## src/rtl/truth_table_sweeper.sv

```systemverilog
// Built-in self-check for a 4-input combinational function: sweeps all 16 minterms,
// samples F at the end of each hold window and records mismatches against EXPECTED.
module truth_table_sweeper #(
  parameter logic [15:0] EXPECTED = 16'hAEAE,
  parameter int          SETTLE   = 1
) (
  input  logic        clk,
  input  logic        rst,
  input  logic        start,
  input  logic        abort,
  input  logic        f_in,
  output logic        w,
  output logic        x,
  output logic        y,
  output logic        z,
  output logic        busy,
  output logic        done,
  output logic        pass,
  output logic [4:0]  err_count,
  output logic [3:0]  first_fail,
  output logic        fail_valid,
  output logic [15:0] fail_map
);

  localparam int HW = (SETTLE > 1) ? $clog2(SETTLE) : 1;

  typedef enum logic {IDLE = 1'b0, RUN = 1'b1} state_t;

  state_t        state_r, state_s;
  logic [3:0]    vec_r, vec_s;
  logic [HW-1:0] hold_r, hold_s;
  logic          busy_r, busy_s;
  logic          done_r, done_s;
  logic          pass_r, pass_s;
  logic [4:0]    err_r, err_s;
  logic [3:0]    ff_r, ff_s;
  logic          fv_r, fv_s;
  logic [15:0]   map_r, map_s;
  logic          mismatch_s;

  // Next-state and result update logic for the sweep FSM.
  always_comb begin
    state_s    = state_r;
    vec_s      = vec_r;
    hold_s     = hold_r;
    busy_s     = busy_r;
    done_s     = 1'b0;
    pass_s     = pass_r;
    err_s      = err_r;
    ff_s       = ff_r;
    fv_s       = fv_r;
    map_s      = map_r;
    mismatch_s = (f_in != EXPECTED[vec_r]);
    case (state_r)
      IDLE: begin
        if (start && !abort) begin
          state_s = RUN;
          vec_s   = 4'd0;
          hold_s  = '0;
          busy_s  = 1'b1;
          pass_s  = 1'b0;
          err_s   = 5'd0;
          ff_s    = 4'd0;
          fv_s    = 1'b0;
          map_s   = 16'h0000;
        end else begin
          state_s = IDLE;
        end
      end
      RUN: begin
        if (abort) begin
          // Partial error count and map stay visible for diagnosis.
          state_s = IDLE;
          busy_s  = 1'b0;
          vec_s   = 4'd0;
          hold_s  = '0;
          pass_s  = 1'b0;
        end else if (hold_r != HW'(SETTLE - 1)) begin
          hold_s = hold_r + HW'(1);
        end else begin
          if (mismatch_s) begin
            err_s        = err_r + 5'd1;
            map_s[vec_r] = 1'b1;
            if (!fv_r) begin
              ff_s = vec_r;
              fv_s = 1'b1;
            end else begin
              ff_s = ff_r;
            end
          end else begin
            err_s = err_r;
          end
          hold_s = '0;
          if (vec_r != 4'd15) begin
            vec_s = vec_r + 4'd1;
          end else begin
            state_s = IDLE;
            busy_s  = 1'b0;
            vec_s   = 4'd0;
            done_s  = 1'b1;
            pass_s  = (err_s == 5'd0);
          end
        end
      end
      default: begin
        state_s = IDLE;
        vec_s   = 4'd0;
        hold_s  = '0;
        busy_s  = 1'b0;
      end
    endcase
  end

  // State and result registers with synchronous reset.
  always_ff @(posedge clk) begin
    if (rst) begin
      state_r <= IDLE;
      vec_r   <= 4'd0;
      hold_r  <= '0;
      busy_r  <= 1'b0;
      done_r  <= 1'b0;
      pass_r  <= 1'b0;
      err_r   <= 5'd0;
      ff_r    <= 4'd0;
      fv_r    <= 1'b0;
      map_r   <= 16'h0000;
    end else begin
      state_r <= state_s;
      vec_r   <= vec_s;
      hold_r  <= hold_s;
      busy_r  <= busy_s;
      done_r  <= done_s;
      pass_r  <= pass_s;
      err_r   <= err_s;
      ff_r    <= ff_s;
      fv_r    <= fv_s;
      map_r   <= map_s;
    end
  end

  assign {w, x, y, z} = vec_r;
  assign busy         = busy_r;
  assign done         = done_r;
  assign pass         = pass_r;
  assign err_count    = err_r;
  assign first_fail   = ff_r;
  assign fail_valid   = fv_r;
  assign fail_map     = map_r;

endmodule

```

## config.mk

```make
export PLATFORM = sky130hd
export DESIGN_NAME = truth_table_sweeper
export DESIGN_NICKNAME = d
export VERILOG_FILES = /design/src/rtl/truth_table_sweeper.sv
export SDC_FILE = /design/constraint.sdc
export NUM_CORES = 1
export LEC_CHECK = 0
export ABC_AREA = 1
export ABC_CLOCK_PERIOD_IN_PS = 1600
export BUFFER_PORTS_ARGS = -buffer_cell sky130_fd_sc_hd__buf_2
export CAP_MARGIN = 40
export CORE_MARGIN = 8
export CORE_UTILIZATION = 52
export CTS_CLUSTER_SIZE = 25
export DETAILED_ROUTE_END_ITERATION = 8
export HOLD_SLACK_MARGIN = 0.08
export PLACE_DENSITY_LB_ADDON = 0.2
export SLEW_MARGIN = 25
export SYNTH_ARGS = -nofsm -noshare
export SYNTH_HDL_FRONTEND = slang
export SYNTH_SLANG_ARGS = --single-unit
```

## constraint.sdc

```tcl
create_clock -name clk -period 1.6 [get_ports clk]
set_input_delay 0.08 -clock clk [delete_from_list [all_inputs] [get_ports clk]]
set_output_delay 0.08 -clock clk [all_outputs]
set_load 0.1 [all_outputs]
```

==> flow_summary_export.csv <==
group,metric,value,unit
cells_and_area,antenna-diode-count,0,
cts,ctsHoldBuffers,1,
cts,cts_sinks,35,
timing,timing.final.crit_share,0.8659,
min_path,holdCritStartpoint,"start",
placed_design,place_congestion,0.9464,
synth,ys_types,23,
floorplanning,num_rows,20,
timing,slew_viol_final,0,
power,p_leak,0.8629,nW
floorplanning,die_area,5124,sq um
cells_and_area,finish.utilization,0.6288,
cells_and_area,area_delta_synth_final,17.52,%
synth,synth_top_family_by_area,"simple AND/OR/NAND/NOR gates",
cts,clkLatencyLatePin,340,ps
timing,grt_setup_unrepaired,"no",
critical_path,critical_path.max_fanout,14,
routing,via_per_inst,5.240,
synth,synth-xor-area-share,0.005452,
routing,firstDrtPassIters,4,
routing,drt_iter0_drc,88,
timing,final_hold_viol_count,0,
timing,skew,8.813,ps
cells_and_area,nNetsFinal,264,
synth,synth.net_count,223,
synth,synth_cells,213,
critical_path,required,1890,ps
placed_design,portBuffers,37,
critical_path,arrival,1680,ps
routing,drc_errors,0,
global_route,grt_usage,0.1541,
routing,drt-total-wl,3736,um
global_route,antenna_found_initial,0,
critical_path,r2r_setup_slack,210,ps
power,pwr_density_cell,862.0,nW/um^2
critical_path,path_class,"flop to flop",
timing,min_period,1386,ps
cts,post_cts.repair.setup_buffers,0,
synth,synth_area_per_cell,7.542,sq um
min_path,hold_class,"input port to flop",
routing,vias,1509,
floorplanning,die_h,71.59,um
timing,worstMarginPinSlew,492.5,ps
floorplanning,fp.coreArea,3003,sq um
floorplanning,initial_core_util,0.5350,
global_route,grt_start_max_net_pins,18,
global_route,overflow,0,
global_route,grt_pass1_wl,6272,um
synth,netlist_area,1607,sq um
cts,h-tree-depth,2,
cts,clock_path_buffers,2,
synth,seq_area_frac_synth,0.4361,
timing,setup_viol,0,
critical_path,rr_worst_depth,6,
run,drv_cap,0,
synth,synth-adder-area-share,0.03894,
synth,muxShareOfSynthArea,0,
placed_design,dp_hpwl,2775,um
critical_path,worstReg2RegEnd,"fail_map[15]$_SDFFE_PP0P_",
cts,cts_tree,"done",
floorplanning,ios,38,
min_path,holdPathEnd,"busy$_SDFFE_PP0P_",
timing,fmax,0.7218,GHz
synth,synthSimpleGateAreaFrac,0.2967,
routing,wire_per_inst,12.97,um
routing,drtAntennaViolNets,0,
cts,cts-buffers-inserted,5,
synth,synth_compound_gate_area_share,0.1106,
cts,cts-resized-gates,0,
min_path,holdPathStages,3,
critical_path,timing.rr.start,"state_r$_SDFF_PP0_",
cells_and_area,drive_above_1_share,0.2549,
synth,synth_seq_cells,35,
critical_path,start_kind,"flop",
critical_path,endpoint_kind,"flop",
cts,path_clk_slew,110,ps
timing,slew-limit-headroom,0.6739,
timing,setup_tns,0,ps
cts,cts-root-buf,"clkbuf_4",
run_status,status,"finished, final reports clean",
power,vdd_ir_drop_max,519.2,uV
floorplanning,die_w,71.59,um
synth,yosys_warnings,0,
global_route,grt_pass1_vias,1419,
cell usage after synthesis, drive strengths merged:
master / n / area [sq um]
inv: 35 / 131.4
nand3: 22 / 127.6
nand4: 14 / 87.58
nor3: 1 / 10.01
buf: 5 / 45.04
a21oi: 28 / 140.1
ha: 5 / 62.56
o211ai: 1 / 7.510
nand2: 47 / 183.9
clkbuf: 1 / 3.750
and2: 1 / 6.260
o21ai: 4 / 20.01
xor2: 1 / 8.760
nor2: 12 / 61.31
o21ba: 1 / 10.01
dfxtp: 35 / 700.7
worst max path at each step:
stage / from / to / slack [ps]
global route: state_r$_SDFF_PP0_ / fail_map[2]$_SDFFE_PP0P_ / 130
global placement: state_r$_SDFF_PP0_ / fail_map[15]$_SDFFE_PP0P_ / 270
finish: state_r$_SDFF_PP0_ / fail_map[15]$_SDFFE_PP0P_ / 210
CTS: state_r$_SDFF_PP0_ / fail_map[15]$_SDFFE_PP0P_ / 240
floorplan: vec_r[0]$_SDFFE_PP0N_ / vec_r[3]$_SDFFE_PP0N_ / 30
detailed placement: state_r$_SDFF_PP0_ / fail_map[15]$_SDFFE_PP0P_ / 270
layer usage:
metal,vias to the layer above,global-route usage,wire length (um)
met1,658,0.1748,1681
met3,8,0.04184,260
met4,0,0.07937,68
met5,-,0,0
li1,780,-,-
met2,63,0.2582,1726
worst max-delay path, cell delays in order, from the launching register on:
cell	delay, ps
dfxtp_1	460
inv_2	140
nor2_8	170
buf_4	220
nand2_1	90
nor2_1	120
o21ba_2	130
flip-flops by register name, indices dropped and copies added (netlist names), named ones only:
register    flops
pass            1
done            1
busy            1
first_fail      4
fail_valid      1
state_r         1
fail_map       16
err_count       5
vec_r           4
final cells by class:
cell class	instances	area (sq um)
timing repair buffer	40	210.2
inverter	35	131.4
sequential	35	710.7
tap	33	41.29
fill	285	1115
clock buffer	8	68.82
multi-input combinational	137	725.7
logic make-up after synthesis:
| kind of cell | after synthesis |
|---|---|
| xor+xnor | 1 |
| compound gates | 34 |
| buf+inv | 41 |
| flops | 35 |
| fa+ha+maj | 5 |
| simple gates | 97 |
per-stage QoR:
stage                     setup slack (ps)  power, mW  area, sq um  hold WS, ps  cells
after CTS                            243.4      1.640         1888        99.94    288
final                                214.5      1.627         1888        104.9    288
after global placement               265.7      1.095         1809        397.9    279
after detailed placement             268.3      1.095         1809        406.2    279
after global routing                 125.6      1.683         1888        110.6    288
after floorplan                      32.14      1.056         1617        285.2    213
report_power, final:
part | total, mW | internal (mW) | switching (mW)
registers | 0.892 | 0.881 | 0.0111
clock network | 0.548 | 0.259 | 0.289
logic | 0.187 | 0.0424 | 0.145
cells in the final DEF, fill, tap and decap left out, drive strengths merged, types with 4 or more instances in the layout:
cell	instances
a21oi	28
nor2	12
nand3	22
dfxtp	35
ha	5
nand4	14
clkbuf	8
nand2	47
o21ai	4
buf	39
inv	35
(Power assumes the default switching activity.)
